$ cat src/rtl/mac_dot_sequencer.sv
// Sequences one fixed-latency pipelined FMA (q = a*b + c) to accumulate streamed dot products.
// Optional DOTSEQ_BIAS_EN adds a datainC port used as the initial accumulator.
module mac_dot_sequencer #(
    parameter int unsigned MAC_LATENCY = 9,
    parameter int unsigned CNT_W       = 16
) (
    input  logic             clock,
    input  logic             resetn,
    input  logic             ivalid,
    output logic             oready,
    input  logic [31:0]      datainA,
    input  logic [31:0]      datainB,
`ifdef DOTSEQ_BIAS_EN
    input  logic [31:0]      datainC,
`endif
    input  logic             ilast,
    output logic [31:0]      mac_a,
    output logic [31:0]      mac_b,
    output logic [31:0]      mac_c,
    input  logic [31:0]      mac_q,
    output logic [31:0]      dataout,
    output logic [CNT_W-1:0] count,
    output logic             ovalid,
    input  logic             iready,
    output logic             busy
);

    localparam int unsigned DATA_W = 32;
    localparam int unsigned WAIT_W = $clog2(MAC_LATENCY);
    localparam logic [WAIT_W-1:0] WAIT_LOAD = WAIT_W'(MAC_LATENCY - 1);
    localparam logic [CNT_W-1:0]  CNT_MAX   = '1;

    typedef enum logic [1:0] {
        IDLE = 2'd0,
        ACC  = 2'd1,
        WAIT = 2'd2,
        OUT  = 2'd3
    } state_t;

    state_t              state;
    state_t              state_next;
    logic                accept;
    logic [WAIT_W-1:0]   wait_cnt;
    logic [CNT_W-1:0]    elem_cnt;
    logic                last_q;
    logic                fresh_q;
    logic [DATA_W-1:0]   acc_q;
    logic [DATA_W-1:0]   bias_c;

`ifdef DOTSEQ_BIAS_EN
    assign bias_c = datainC;
`else
    assign bias_c = '0;
`endif

    // State register
    always_ff @(posedge clock) begin
        if (!resetn) begin
            state <= IDLE;
        end else begin
            state <= state_next;
        end
    end

    // Next-state and accept decode
    always_comb begin
        state_next = state;
        accept     = 1'b0;
        case (state)
            IDLE, ACC: begin
                if (ivalid) begin
                    accept     = 1'b1;
                    state_next = WAIT;
                end
            end
            WAIT: begin
                if (wait_cnt == '0) begin
                    state_next = last_q ? OUT : ACC;
                end
            end
            OUT: begin
                if (ovalid && iready) begin
                    state_next = IDLE;
                end
            end
            default: state_next = IDLE;
        endcase
    end

    // Operand issue, latency counter, accumulator capture and output registers
    always_ff @(posedge clock) begin
        if (!resetn) begin
            oready   <= 1'b1;
            busy     <= 1'b0;
            ovalid   <= 1'b0;
            dataout  <= '0;
            count    <= '0;
            mac_a    <= '0;
            mac_b    <= '0;
            mac_c    <= '0;
            wait_cnt <= '0;
            elem_cnt <= '0;
            last_q   <= 1'b0;
            fresh_q  <= 1'b0;
            acc_q    <= '0;
        end else begin
            oready  <= (state_next == IDLE) || (state_next == ACC);
            busy    <= (state_next != IDLE);
            fresh_q <= (state == WAIT) && (state_next == ACC);

            if (accept) begin
                mac_a    <= datainA;
                mac_b    <= datainB;
                last_q   <= ilast;
                wait_cnt <= WAIT_LOAD;
                if (state == IDLE) begin
                    mac_c    <= bias_c;
                    elem_cnt <= CNT_W'(1);
                end else begin
                    // mac_q is only valid on the first ACC cycle; later accepts use the held copy
                    mac_c    <= fresh_q ? mac_q : acc_q;
                    elem_cnt <= (elem_cnt == CNT_MAX) ? elem_cnt : elem_cnt + CNT_W'(1);
                end
            end else if ((state == WAIT) && (wait_cnt != '0)) begin
                wait_cnt <= wait_cnt - WAIT_W'(1);
            end

            if ((state == ACC) && fresh_q) begin
                acc_q <= mac_q;
            end

            // First OUT cycle captures the final sum; ovalid follows one cycle later
            if (state == OUT) begin
                if (!ovalid) begin
                    ovalid  <= 1'b1;
                    dataout <= mac_q;
                    count   <= elem_cnt;
                end else if (iready) begin
                    ovalid  <= 1'b0;
                end
            end
        end
    end

endmodule

$ cat config.mk
export PLATFORM = sky130hd
export DESIGN_NAME = mac_dot_sequencer
export DESIGN_NICKNAME = d
export VERILOG_FILES = /design/src/rtl/mac_dot_sequencer.sv
export SDC_FILE = /design/constraint.sdc
export NUM_CORES = 1
export LEC_CHECK = 0
export ABC_AREA = 1
export BUFFER_PORTS_ARGS = -buffer_cell sky130_fd_sc_hd__buf_2
export CORE_MARGIN = 2
export CORE_UTILIZATION = 50
export DETAILED_ROUTE_END_ITERATION = 10
export PLACE_DENSITY = 0.79
export RECOVER_POWER = 50
export SETUP_SLACK_MARGIN = 0.2
export SYNTH_ARGS = -nofsm -noshare
export SYNTH_HDL_FRONTEND = slang
export SYNTH_SLANG_ARGS = --single-unit
$ cat constraint.sdc
create_clock -name clock -period 2.1 [get_ports clock]
set_clock_uncertainty 0.1 [all_clocks]
set_input_delay 0.63 -clock clock [delete_from_list [all_inputs] [get_ports clock]]
set_output_delay 0.63 -clock clock [all_outputs]
set_load 0.02 [all_outputs]
==> results.ini <==
[setup_path]
endpoint = ovalid
crit_slowest_cell = sky130_fd_sc_hd__dfxtp_1
rr_endpoint = mac_a[21]
crit_type = flip-flop to primary output
worst_r2r_startpoint = state[1]
worst-path-buf-inv = 1
worstPathCellList = buf_2
ff2ff_setup_slack_ns = 0.31
crit_cells = 1
critPathLaunch = ovalid
worst-endpoint-required_ns = 1.37
crit_family = flip-flops
timing.reg2reg.worst_path_depth = 5
worst_setup_path_end_kind = primary output
critical_path.max_stage_delay_ns = 0.38
crit_path_max_fanout = 3
timing.critical_path.arrival_ns = 1.06
start_kind = flip-flop

[global_route]
grt_antenna_before_repair = 2
first_global_vias = 6548
grt.total_usage_pct = 22.5
grt_first_pass_wirelength_um = 30900
overflow = 0
grt_max_degree = 76

[layout]
leading_cell_types_in_the_layout_fill_and_taps_excluded = sky130_fd_sc_hd__nor2_1, sky130_fd_sc_hd__buf_2, sky130_fd_sc_hd__dfxtp_1, sky130_fd_sc_hd__o21ai_0, sky130_fd_sc_hd__nand2_1
syn_to_final_growth_pct = 25.2
most_frequent_standard_cell_in_the_layout_excluding_fill_and_tap_cells = sky130_fd_sc_hd__nor2_1
fraction_of_final_layout_cells_with_drive_strength_greater_than_1_pct = 23.7
nets = 1323
fillers = 1359

[timing]
finalSetupViolCount = 0
post_route_setup_tns_ns = 0
maxClockFrequency_mhz = 558
slew-limit-headroom_pct = 40.4
number_of_hold_slack_violations_in_the_final_timing_report = 0
final.min_clock_period_ns = 1.79
unrepaired_setup_endpoints_after_global_routing = no
worst_pin_slew_ns = 0.893
setup_slack_after_layout_ns = 0.307
finalMaxSlewViolations = 0
timing.final.crit_share_pct = 85.4

[cts]
cts_made_buffers = 21
clock_insertion_delay_worst_skew_ns = 0.49
h_tree_level_count = 1
cts.repair_timing.setup_buffer_count = 0
clock_sinks = 203
cts_root_buf = sky130_fd_sc_hd__clkbuf_16
clock_tree.buffer_depth = 3
worst_setup_hold_path_clk_slew_ns = 0.06
clock_tree_from_tritoncts = done

[yosys]
synth_cells = 998
synth_fp_nets = 1101
netlist.area_leader.share_pct = 52.9
synth-seq-cells = 203
synth_warnings = 0
synth_area_leaders = sky130_fd_sc_hd__dfxtp_1, sky130_fd_sc_hd__nor2_1, sky130_fd_sc_hd__o21ai_0
synthesis.area_sq_um = 7680
synth_sequential_area_ratio_pct = 52.9
yosysTopAreaCell = sky130_fd_sc_hd__dfxtp_1
syn_avg_cell_area_sq_um = 7.69
synthDistinctLibCells = 30

[route]
drcViolationCount = 0
drt-vias-per-instance = 5.11
wire_per_inst_um = 13.5
vias = 7258
final_antenna_net_count = 0
drt_pre_antenna_iters = 5
finalWirelength_um = 19200
dr.first_iter.drc_count = 408

[die]
initial_utilization_pct = 50.9
dieWidth_um = 128
floorplan.io_pins = 248
design.core.area_sq_um = 15100
fp.dieArea_sq_um = 16400
die_y_um = 128
fp-row-count = 45

[job]
max_cap_viol_count = 0

[placed_design]
pre_cts_slack_ns = 0.0611
gp_congestion = 0.818
hpwl_um = 12500
io_buffer_count = 247

[power_and_ir_drop]
total_leakage_power_nw = 4.52
vdd.ir_drop.worst_v = 0.000598
power.density_nw_per_um2 = 894

[run_status]
run_status = complete, no violations

[min_path]
holdCritPathClass = primary input to flip-flop

Yosys cell counts:
cell type and count:
sky130_fd_sc_hd__o211ai_1 1, sky130_fd_sc_hd__o21ai_1 2, sky130_fd_sc_hd__nor2_1 258, sky130_fd_sc_hd__o21ai_2 1, sky130_fd_sc_hd__nor2_2 9, sky130_fd_sc_hd__o21bai_1 1
sky130_fd_sc_hd__a21oi_2 1, sky130_fd_sc_hd__o21ai_0 180, sky130_fd_sc_hd__nor3_2 1, sky130_fd_sc_hd__nand3_1 47, sky130_fd_sc_hd__inv_2 6, sky130_fd_sc_hd__clkbuf_1 36
sky130_fd_sc_hd__buf_2 22, sky130_fd_sc_hd__inv_1 61, sky130_fd_sc_hd__xor2_1 1, sky130_fd_sc_hd__nand2_2 4, sky130_fd_sc_hd__clkinv_1 1, sky130_fd_sc_hd__nand4_1 4
sky130_fd_sc_hd__buf_4 2, sky130_fd_sc_hd__nand2_1 81, sky130_fd_sc_hd__a21oi_1 26, sky130_fd_sc_hd__nor3_1 3, sky130_fd_sc_hd__nor2_4 3, sky130_fd_sc_hd__nand2_4 2
sky130_fd_sc_hd__dfxtp_1 203, sky130_fd_sc_hd__buf_6 1, sky130_fd_sc_hd__ha_1 2, sky130_fd_sc_hd__nand3_2 2, sky130_fd_sc_hd__a211oi_1 33, sky130_fd_sc_hd__buf_1 4
routing by layer:
metal	GRT usage (%)	part of all wire (%)	vias to the layer above
met4	6.21	1.9	2
li1	-	-	3693
met5	0	0.068	-
met1	28.1	44	3295
met2	38.9	47	234
met3	5.34	7.2	34
flip-flops by register name, summed over array words and instances (netlist names):
name	cells
mac_a	32
mac_c	32
acc_q	32
elem_cnt	16
count	16
last_q	1
state	2
ovalid	1
mac_b	32
wait_cnt	4
oready	1
busy	1
fresh_q	1
dataout	32
logic make-up (layout without fill, tap and decap cells):
kind of cell | count (synthesis) | count (layout) | share of synthesized area (%)
buf+inv | 133 | 366 | 7.06
simple gates | 414 | 414 | 22.3
compound gates | 245 | 245 | 17.2
other cells | 0 | 1 | 0
fa+ha+maj | 2 | 2 | 0.326
flops | 203 | 203 | 52.9
xor+xnor | 1 | 1 | 0.114
power by group:
| group | switching [mW] | internal (mW) | total (mW) |
|---|---|---|---|
| combinational | 0.732 | 0.344 | 1.08 |
| clock | 1.44 | 1.94 | 3.38 |
| sequential | 0.0850 | 4.05 | 4.13 |
| total | 2.26 | 6.33 | 8.59 |
worst min path at each step:
stage / start / to / slack [ns] / depth (start not counted)
3_3_place_gp: acc_q[26] / acc_q[26] / 0.35 / 2
4_1_cts: datainB[1] / mac_b[1] / 0.24 / 3
5_1_grt: datainA[7] / mac_a[7] / 0.25 / 3
3_5_place_dp: acc_q[31] / acc_q[31] / 0.35 / 2
2_1_floorplan: elem_cnt[14] / count[14] / 0.34 / 2
6_report: datainB[1] / mac_b[1] / 0.25 / 3
metrics by stage:
stage                     power [mW]  cells  hold slack (ns)  cell area, sq um  utilization [%]
final                           8.59   1420            0.253              9610             63.7
after global routing            8.96   1419            0.253              9600             63.6
after CTS                       8.68   1419            0.243              9670             64.1
after detailed placement        5.31   1385            0.350              9050             60.0
after global placement          5.30   1385            0.350              9050             60.0
after floorplan                 4.90    998            0.337              7680                -
repair_timing:
action	in CTS	in global routing
endpoints found under the setup margin	0	14
hold buffers	0	0
gates resized for setup	0	3
area by class of cell:
cell class	instances	area, sq um	share of cell area, %
Antenna cell	1	2.50	0.0260
Multi-Input combinational cell	662	3060	31.9
Timing Repair Buffer	264	1370	14.3
Inverter	68	256	2.67
Tap cell	188	235	2.45
Clock inverter	4	26.3	0.274
Sequential cell	203	4070	42.3
Clock buffer	30	589	6.13
(Power assumes the default switching activity.)
